File: config.mk
export PLATFORM = sky130hd
export DESIGN_NAME = plp_decode_stage_flat
export DESIGN_NICKNAME = d
export VERILOG_FILES = /design/src/rtl/plp_id_pkg.sv /design/src/rtl/plp_id_if.sv /design/src/rtl/plp_regfile.sv /design/src/rtl/plp_decode_stage.sv /design/src/flat_wrapper.sv
export SDC_FILE = /design/constraint.sdc
export NUM_CORES = 1
export LEC_CHECK = 0
export BUFFER_PORTS_ARGS = -buffer_cell sky130_fd_sc_hd__buf_2
export CAP_MARGIN = 20
export CORE_MARGIN = 4
export CORE_UTILIZATION = 41
export CTS_BUF_LIST = sky130_fd_sc_hd__clkbuf_16
export CTS_CLUSTER_DIAMETER = 50
export CTS_CLUSTER_SIZE = 20
export DETAILED_ROUTE_END_ITERATION = 16
export PLACE_DENSITY_LB_ADDON = 0.2
export SETUP_SLACK_MARGIN = 0.15
export SLEW_MARGIN = 5
export SYNTH_ARGS = -nofsm -noshare
export SYNTH_HDL_FRONTEND = slang
export SYNTH_SLANG_ARGS = --single-unit
File: constraint.sdc
create_clock -name clk -period 3.4 [get_ports clk]
set_input_delay 0.17 -clock clk [delete_from_list [all_inputs] [get_ports clk]]
set_output_delay 0.17 -clock clk [all_outputs]
set_load 0.02 [all_outputs]
File: src/rtl/plp_id_pkg.sv
// Shared definitions for the PLP instruction-decode stage: opcode/func codes,
// writeback-source encodings, the packed control word and the main decoder.
package plp_id_pkg;

    localparam logic [5:0] OP_RTYPE = 6'h00;
    localparam logic [5:0] OP_J     = 6'h02;
    localparam logic [5:0] OP_JAL   = 6'h03;
    localparam logic [5:0] OP_BEQ   = 6'h04;
    localparam logic [5:0] OP_BNE   = 6'h05;
    localparam logic [5:0] OP_ANDI  = 6'h0c;
    localparam logic [5:0] OP_ORI   = 6'h0d;
    localparam logic [5:0] OP_LW    = 6'h23;
    localparam logic [5:0] OP_SW    = 6'h2b;

    localparam logic [5:0] F_JR     = 6'h08;
    localparam logic [5:0] F_JALR   = 6'h09;

    localparam logic [1:0] WB_ALU   = 2'd0;
    localparam logic [1:0] WB_MEM   = 2'd1;
    localparam logic [1:0] WB_LINK  = 2'd2;

    typedef struct packed {
        logic       rfw;
        logic [1:0] wbsource;
        logic       drw;
        logic [5:0] alucontrol;
        logic       j;
        logic       b;
        logic       jjr;
        logic       rfbse;
    } ctrl_t;

    localparam int CTRL_W         = $bits(ctrl_t);
    localparam int CTRL_RFW_BIT   = 13;
    localparam int CTRL_WBS_LSB   = 11;
    localparam int CTRL_DRW_BIT   = 10;
    localparam int CTRL_ALU_LSB   = 4;
    localparam int CTRL_J_BIT     = 3;
    localparam int CTRL_B_BIT     = 2;
    localparam int CTRL_JJR_BIT   = 1;
    localparam int CTRL_RFBSE_BIT = 0;

    // alucontrol carries func for R-type and the opcode otherwise, so a load
    // is recognisable downstream as alucontrol == OP_LW.
    function automatic ctrl_t decode_ctrl(input logic [5:0] opcode, input logic [5:0] func);
        ctrl_t c;
        c = '0;
        c.rfw = !(opcode inside {OP_BEQ, OP_BNE, OP_SW, OP_J});
        if (opcode == OP_LW)
            c.wbsource = WB_MEM;
        else if (opcode == OP_JAL || (opcode == OP_RTYPE && func == F_JALR))
            c.wbsource = WB_LINK;
        else
            c.wbsource = WB_ALU;
        c.drw        = (opcode == OP_SW);
        c.alucontrol = (opcode == OP_RTYPE) ? func : opcode;
        c.j          = (opcode inside {OP_J, OP_JAL}) ||
                       (opcode == OP_RTYPE && (func inside {F_JR, F_JALR}));
        c.b          = (opcode inside {OP_BEQ, OP_BNE});
        c.jjr        = !(opcode inside {OP_J, OP_JAL});
        c.rfbse      = (opcode != OP_RTYPE);
        return c;
    endfunction

endpackage

File: src/rtl/plp_id_if.sv
// Bundle between fetch, writeback and the decode stage; the decode stage uses
// the slave modport, the surrounding pipeline (or a bench) the master modport.
interface plp_id_if #(
    parameter int XLEN = 32,
    parameter int NREG = 32
);
    import plp_id_pkg::*;
    localparam int RAW = $clog2(NREG);

    logic            if_valid;
    logic [XLEN-1:0] if_pc;
    logic [31:0]     if_inst;
    logic            ex_flush;
    logic            wb_rfw;
    logic [RAW-1:0]  wb_rf_waddr;
    logic [XLEN-1:0] wb_rf_wdata;

    logic            id_stall;
    logic            p_valid;
    logic [XLEN-1:0] p_rfa;
    logic [XLEN-1:0] p_rfb;
    logic [XLEN-1:0] p_se;
    ctrl_t           p_ctrl;
    logic [RAW-1:0]  p_rs;
    logic [RAW-1:0]  p_rt;
    logic [RAW-1:0]  p_rf_waddr;
    logic [4:0]      p_shamt;
    logic [5:0]      p_func;
    logic [25:0]     p_jaddr;
    logic [XLEN-1:0] p_pc;

    modport master (
        output if_valid, if_pc, if_inst, ex_flush, wb_rfw, wb_rf_waddr, wb_rf_wdata,
        input  id_stall, p_valid, p_rfa, p_rfb, p_se, p_ctrl, p_rs, p_rt,
               p_rf_waddr, p_shamt, p_func, p_jaddr, p_pc
    );

    modport slave (
        input  if_valid, if_pc, if_inst, ex_flush, wb_rfw, wb_rf_waddr, wb_rf_wdata,
        output id_stall, p_valid, p_rfa, p_rfb, p_se, p_ctrl, p_rs, p_rt,
               p_rf_waddr, p_shamt, p_func, p_jaddr, p_pc
    );

endinterface

File: src/rtl/plp_regfile.sv
// 2R1W register file: asynchronous reads with same-cycle writeback bypass,
// posedge write, r0 hard-wired to zero. Contents are not reset.
module plp_regfile #(
    parameter  int XLEN = 32,
    parameter  int NREG = 32,
    localparam int RAW  = $clog2(NREG)
) (
    input  logic            clk,
    input  logic            we,
    input  logic [RAW-1:0]  waddr,
    input  logic [XLEN-1:0] wdata,
    input  logic [RAW-1:0]  raddr [2],
    output logic [XLEN-1:0] rdata [2]
);

    logic [XLEN-1:0] mem [NREG];
    logic            wr_live;

    assign wr_live = we && (waddr != '0);

    always_ff @(posedge clk) begin
        if (wr_live)
            mem[waddr] <= wdata;
    end

    genvar gi;
    generate
        for (gi = 0; gi < 2; gi++) begin : g_rd
            // A write landing this edge is forwarded so ID sees the new value now.
            assign rdata[gi] = (raddr[gi] == '0)                  ? '0    :
                               (wr_live && waddr == raddr[gi])    ? wdata :
                                                                    mem[raddr[gi]];
        end
    endgenerate

endmodule

File: src/rtl/plp_decode_stage.sv
// PLP instruction-decode stage: register file, main decoder and ID/EX register
// with valid bit, flush/bubble and optional load-use stall (PLP_ID_LOADUSE_STALL_EN).
module plp_decode_stage
    import plp_id_pkg::*;
#(
    parameter int XLEN = 32,
    parameter int NREG = 32
) (
    input  logic     clk,
    input  logic     rst,
    plp_id_if.slave  bus
);

    localparam int RAW = $clog2(NREG);

    logic [5:0]      opcode;
    logic [5:0]      func;
    logic [15:0]     imm;
    logic [RAW-1:0]  rs_idx;
    logic [RAW-1:0]  rt_idx;
    logic [RAW-1:0]  rd_idx;
    logic [RAW-1:0]  raddr [2];
    logic [XLEN-1:0] rdata [2];
    logic            id_stall;
    logic            load_en;

    logic            p_valid_reg,    p_valid_next;
    logic [XLEN-1:0] p_rfa_reg,      p_rfa_next;
    logic [XLEN-1:0] p_rfb_reg,      p_rfb_next;
    logic [XLEN-1:0] p_se_reg,       p_se_next;
    ctrl_t           p_ctrl_reg,     p_ctrl_next;
    logic [RAW-1:0]  p_rs_reg,       p_rs_next;
    logic [RAW-1:0]  p_rt_reg,       p_rt_next;
    logic [RAW-1:0]  p_rf_waddr_reg, p_rf_waddr_next;
    logic [4:0]      p_shamt_reg,    p_shamt_next;
    logic [5:0]      p_func_reg,     p_func_next;
    logic [25:0]     p_jaddr_reg,    p_jaddr_next;
    logic [XLEN-1:0] p_pc_reg,       p_pc_next;

    assign opcode   = bus.if_inst[31:26];
    assign func     = bus.if_inst[5:0];
    assign imm      = bus.if_inst[15:0];
    assign rs_idx   = bus.if_inst[21 +: RAW];
    assign rt_idx   = bus.if_inst[16 +: RAW];
    assign rd_idx   = bus.if_inst[11 +: RAW];
    assign raddr[0] = rs_idx;
    assign raddr[1] = rt_idx;

    plp_regfile #(.XLEN(XLEN), .NREG(NREG)) u_regfile (
        .clk   (clk),
        .we    (bus.wb_rfw),
        .waddr (bus.wb_rf_waddr),
        .wdata (bus.wb_rf_wdata),
        .raddr (raddr),
        .rdata (rdata)
    );

`ifdef PLP_ID_LOADUSE_STALL_EN
    // The load in EX cannot forward in time; the bubble this inserts clears
    // p_valid, so the stall lasts exactly one cycle.
    assign id_stall = bus.if_valid & p_valid_reg & (p_ctrl_reg.alucontrol == OP_LW) &
                      (p_rf_waddr_reg != '0) &
                      ((p_rf_waddr_reg == rs_idx) | (p_rf_waddr_reg == rt_idx));
`else
    assign id_stall = 1'b0;
`endif

    assign load_en = bus.if_valid && !bus.ex_flush && !id_stall;

    always_comb begin
        p_valid_next    = 1'b0;
        p_rfa_next      = '0;
        p_rfb_next      = '0;
        p_se_next       = '0;
        p_ctrl_next     = '0;
        p_rs_next       = '0;
        p_rt_next       = '0;
        p_rf_waddr_next = '0;
        p_shamt_next    = '0;
        p_func_next     = '0;
        p_jaddr_next    = '0;
        p_pc_next       = '0;
        if (load_en) begin
            p_valid_next    = 1'b1;
            p_rfa_next      = rdata[0];
            p_rfb_next      = rdata[1];
            p_se_next       = (opcode == OP_ANDI || opcode == OP_ORI) ? XLEN'(imm)
                                                                      : XLEN'($signed(imm));
            p_ctrl_next     = decode_ctrl(opcode, func);
            p_rs_next       = rs_idx;
            p_rt_next       = rt_idx;
            if (opcode == OP_RTYPE)
                p_rf_waddr_next = rd_idx;
            else if (opcode == OP_JAL)
                p_rf_waddr_next = RAW'(NREG - 1);
            else
                p_rf_waddr_next = rt_idx;
            p_shamt_next    = bus.if_inst[10:6];
            p_func_next     = func;
            p_jaddr_next    = bus.if_inst[25:0];
            p_pc_next       = bus.if_pc;
        end
    end

    always_ff @(posedge clk) begin
        if (rst) begin
            p_valid_reg    <= 1'b0;
            p_rfa_reg      <= '0;
            p_rfb_reg      <= '0;
            p_se_reg       <= '0;
            p_ctrl_reg     <= '0;
            p_rs_reg       <= '0;
            p_rt_reg       <= '0;
            p_rf_waddr_reg <= '0;
            p_shamt_reg    <= '0;
            p_func_reg     <= '0;
            p_jaddr_reg    <= '0;
            p_pc_reg       <= '0;
        end else begin
            p_valid_reg    <= p_valid_next;
            p_rfa_reg      <= p_rfa_next;
            p_rfb_reg      <= p_rfb_next;
            p_se_reg       <= p_se_next;
            p_ctrl_reg     <= p_ctrl_next;
            p_rs_reg       <= p_rs_next;
            p_rt_reg       <= p_rt_next;
            p_rf_waddr_reg <= p_rf_waddr_next;
            p_shamt_reg    <= p_shamt_next;
            p_func_reg     <= p_func_next;
            p_jaddr_reg    <= p_jaddr_next;
            p_pc_reg       <= p_pc_next;
        end
    end

    assign bus.id_stall   = id_stall;
    assign bus.p_valid    = p_valid_reg;
    assign bus.p_rfa      = p_rfa_reg;
    assign bus.p_rfb      = p_rfb_reg;
    assign bus.p_se       = p_se_reg;
    assign bus.p_ctrl     = p_ctrl_reg;
    assign bus.p_rs       = p_rs_reg;
    assign bus.p_rt       = p_rt_reg;
    assign bus.p_rf_waddr = p_rf_waddr_reg;
    assign bus.p_shamt    = p_shamt_reg;
    assign bus.p_func     = p_func_reg;
    assign bus.p_jaddr    = p_jaddr_reg;
    assign bus.p_pc       = p_pc_reg;

endmodule
File: src/flat_wrapper.sv
// flat-port wrapper written by rule: the top's interface ports become plain ports
module plp_decode_stage_flat import plp_id_pkg::*;
#(
    parameter int XLEN = 32,
    parameter int NREG = 32
)
  (clk, rst, bus_if_valid, bus_if_pc, bus_if_inst, bus_ex_flush, bus_wb_rfw, bus_wb_rf_waddr, bus_wb_rf_wdata, bus_id_stall, bus_p_valid, bus_p_rfa, bus_p_rfb, bus_p_se, bus_p_ctrl, bus_p_rs, bus_p_rt, bus_p_rf_waddr, bus_p_shamt, bus_p_func, bus_p_jaddr, bus_p_pc);
  plp_id_if #(.XLEN(XLEN), .NREG(NREG)) bus_i ();
  input  logic clk;
  input  logic rst;
  input wire logic [$bits(bus_i.if_valid)-1:0] bus_if_valid;
  input wire logic [$bits(bus_i.if_pc)-1:0] bus_if_pc;
  input wire logic [$bits(bus_i.if_inst)-1:0] bus_if_inst;
  input wire logic [$bits(bus_i.ex_flush)-1:0] bus_ex_flush;
  input wire logic [$bits(bus_i.wb_rfw)-1:0] bus_wb_rfw;
  input wire logic [$bits(bus_i.wb_rf_waddr)-1:0] bus_wb_rf_waddr;
  input wire logic [$bits(bus_i.wb_rf_wdata)-1:0] bus_wb_rf_wdata;
  output wire logic [$bits(bus_i.id_stall)-1:0] bus_id_stall;
  output wire logic [$bits(bus_i.p_valid)-1:0] bus_p_valid;
  output wire logic [$bits(bus_i.p_rfa)-1:0] bus_p_rfa;
  output wire logic [$bits(bus_i.p_rfb)-1:0] bus_p_rfb;
  output wire logic [$bits(bus_i.p_se)-1:0] bus_p_se;
  output wire logic [$bits(bus_i.p_ctrl)-1:0] bus_p_ctrl;
  output wire logic [$bits(bus_i.p_rs)-1:0] bus_p_rs;
  output wire logic [$bits(bus_i.p_rt)-1:0] bus_p_rt;
  output wire logic [$bits(bus_i.p_rf_waddr)-1:0] bus_p_rf_waddr;
  output wire logic [$bits(bus_i.p_shamt)-1:0] bus_p_shamt;
  output wire logic [$bits(bus_i.p_func)-1:0] bus_p_func;
  output wire logic [$bits(bus_i.p_jaddr)-1:0] bus_p_jaddr;
  output wire logic [$bits(bus_i.p_pc)-1:0] bus_p_pc;
  assign bus_i.if_valid = bus_if_valid;
  assign bus_i.if_pc = bus_if_pc;
  assign bus_i.if_inst = bus_if_inst;
  assign bus_i.ex_flush = bus_ex_flush;
  assign bus_i.wb_rfw = bus_wb_rfw;
  assign bus_i.wb_rf_waddr = bus_wb_rf_waddr;
  assign bus_i.wb_rf_wdata = bus_wb_rf_wdata;
  assign bus_id_stall = bus_i.id_stall;
  assign bus_p_valid = bus_i.p_valid;
  assign bus_p_rfa = bus_i.p_rfa;
  assign bus_p_rfb = bus_i.p_rfb;
  assign bus_p_se = bus_i.p_se;
  assign bus_p_ctrl = bus_i.p_ctrl;
  assign bus_p_rs = bus_i.p_rs;
  assign bus_p_rt = bus_i.p_rt;
  assign bus_p_rf_waddr = bus_i.p_rf_waddr;
  assign bus_p_shamt = bus_i.p_shamt;
  assign bus_p_func = bus_i.p_func;
  assign bus_p_jaddr = bus_i.p_jaddr;
  assign bus_p_pc = bus_i.p_pc;
  plp_decode_stage #(.XLEN(XLEN), .NREG(NREG)) u_core (.clk(clk), .rst(rst), .bus(bus_i));
endmodule
==> impl_metrics.json <==
{
  "synthTopCellsByCount": "edfxtp_1 (1024), mux4_2 (344), mux2i_1 (320)",
  "largest_register_ffs": 1024,
  "rrSetupSlack_ns": 1.47,
  "power_frac_seq_pct": 49.2,
  "place_congestion": 0.920,
  "critPathRequiredTime_ns": 4.04,
  "grt_pass1_wl_mm": 258,
  "hp-class": "in -> reg",
  "period_share_pct": 73.2,
  "antenna_found_initial": 16,
  "power.total_mw": 32.4,
  "setup_tns_ns": 0,
  "switching_share_pct": 24.7,
  "synthCells": 3012,
  "grt_pass1_vias": 33700,
  "clock.fmax_ghz": 0.402,
  "critPathCaptureType": "register",
  "drt_wl_total_mm": 185,
  "drv_slew": 0,
  "overflow": 0,
  "drc": 0,
  "die_x_um": 366,
  "cts_sinks": 1167,
  "setup_viol": 0,
  "fillers": 10500,
  "pwr-share-comb_pct": 8.5,
  "yosysWarnings": 0,
  "root_buffer": "clkbuf_16",
  "drive_gt1_share_pct": 31.5,
  "yosys-top-cells-area": "edfxtp_1 (59%), mux4_2 (15%), mux2i_1 (6.1%), dfxtp_1 (5.5%), buf_4 (1.2%)",
  "maxSlewHeadroom_pct": 36.7,
  "dieArea_um2": 134000,
  "worstMarginPinSlew_ns": 0.946,
  "dr.first_iter.drc_count": 4323,
  "period_minus_slack_ns": 2.49,
  "worstPathArrival_ns": 3.13,
  "synth_top_area_share_pct": 58.6,
  "vias": 33600,
  "cts_buffers": 118,
  "yosysTopAreaCell": "edfxtp_1",
  "clockBufferDepth": 3,
  "start_util_pct": 41.2,
  "core_area_um2": 127000,
  "routedWlPerCell_um": 35.7,
  "drtPass1Iterations": 5,
  "clock_latency_ns": 0.75,
  "p_int_mw": 24.4,
  "cts_tree": "built",
  "post_cts_buffers": 0,
  "cellLeakagePower_nw": 21.3,
  "rsz0062_at_grt": "no",
  "die_height_um": 366,
  "avgViaCountPerCell": 6.49,
  "synth_seq_area_share_pct": 64.0,
  "netlist_area_um2": 52500,
  "fin_nets": 3508,
  "outcome": "finished clean",
  "final_cells": 5175,
  "critPathKind": "in -> reg",
  "synth_most_common_cell": "edfxtp_1",
  "synth_edf_count": 1024,
  "p_switching_mw": 8.03,
  "clk_pin_slew_ns": 0.07,
  "area_delta_synth_final_pct": 17.6,
  "ys_ff_latch": 1167,
  "finalHoldViolations": 0,
  "ys_types": 55,
  "port-buffer-count": 300,
  "powerDensity_nw_per_um2": 525,
  "grt_start_max_net_pins": 104,
  "grt_usage_pct": 27.0,
  "crit_fanout": 23,
  "skew_ns": 0.0344,
  "ant_nets": 0,
  "ir_worst_vdd_uv": 387,
  "synthFlopType": "edfxtp_1",
  "clkPwrFrac_pct": 42.3,
  "synthArstFlopShare_pct": 0,
  "htree_levels": 3,
  "top_register": "u_core.u_regfile.mem",
  "synth_area_per_cell_um2": 17.4,
  "dp_hpwl_mm": 110,
  "placed_cells_incl_taps": 4850,
  "num_rows": 131,
  "critPathLaunchType": "input port",
  "maxCapViolCount": 0,
  "ios": 302
}
through the flow:
step           cell area [um2]  util [%]  setup WS (ns)  hold WS, ns
2_1_floorplan            52600         -          0.757        0.269
3_3_place_gp             56600      44.5          0.686        0.375
3_5_place_dp             56600      44.5          0.634        0.375
4_1_cts                  61700      48.5           1.03       0.0690
5_1_grt                  61700      48.5          0.906       0.0820
6_report                 61700      48.5          0.910        0.153
placed cells by master (no fill, tap or decap), types with 34 or more instances in the layout:
cell type      count
edfxtp_1        1024
mux4_2           344
mux2i_1          320
buf_2            292
dfxtp_1          143
clkbuf_16        118
a21oi_1           96
buf_4             96
dlygate4sd3_1     94
nand2_1           90
a22oi_1           72
and2_1            57
buf_12            55
a221oi_1          54
nand2b_1          49
a211oi_1          42
nor2_4            38
nor3_1            34
nand4_1           34
layer usage:
| layer | vias up | wire length, um | global-route usage [%] |
|---|---|---|---|
| li1 | 13300 | - | - |
| met5 | - | 32 | 0 |
| met3 | 354 | 19700 | 6.60 |
| met2 | 2120 | 83500 | 41.6 |
| met4 | 6 | 7250 | 8.92 |
| met1 | 17800 | 74300 | 37.8 |
final timing paths:
| path | from | to | depth (start not counted) |
|---|---|---|---|
| worst min-delay path | bus_if_inst[20] | u_core.bus.p_jaddr[20] | 3 |
| worst min register to register | u_core.u_regfile.mem[22][6] | u_core.bus.p_rfb[6] | 4 |
| worst max register to register | u_core.u_regfile.mem[7][22] | u_core.bus.p_rfa[22] | 5 |
| worst max-delay path | bus_if_inst[18] | u_core.bus.p_rfb[20] | 8 |
power by group through the flow:
| stage | combinational (mW) | clock [mW] | sequential, mW |
|---|---|---|---|
| after floorplan | 1.56 | 0 | 16.2 |
| after global placement | 2.61 | 0 | 16.2 |
| after detailed placement | 2.64 | 0 | 16.3 |
| after CTS | 2.74 | 13.9 | 16.0 |
| after global routing | 2.90 | 14.6 | 16.0 |
| final | 2.76 | 13.7 | 16.0 |
area by class of cell:
cell class	count	area, um2	share of cell area, %
timing repair buffer	541	4280	6.94
clock inverter	107	1210	1.97
clock buffer	118	2950	4.78
sequential	1167	33600	54.4
multi-input combinational	1571	17600	28.5
inverter	3	13.8	0.0223
antenna	6	15.0	0.0243
tap	1662	2080	3.37
critical path, stage by stage:
cell and delay (ns):
dlygate4sd3_1 0.56, buf_4 0.35, xnor2_1 0.16, nand3_1 0.20, o21ai_4 0.60, buf_4 0.67, a21oi_1 0.12, a32o_1 0.25
kinds of logic after synthesis:
kind of cell	synth area share, %
buffers and inverters	3.38
other	0.00714
multiplexers	21.9
AND/OR/NAND/NOR	3.56
XOR/XNOR	0.184
AO/OA/AOI/OAI	6.88
flip-flops	64.0
timing repair:
action                      CTS  global route
hold buffers                 94             0
setup endpoints to repair     0             0
hold endpoints to repair   1116             0
gates resized for setup       0             0
(Power assumes the default switching activity.)
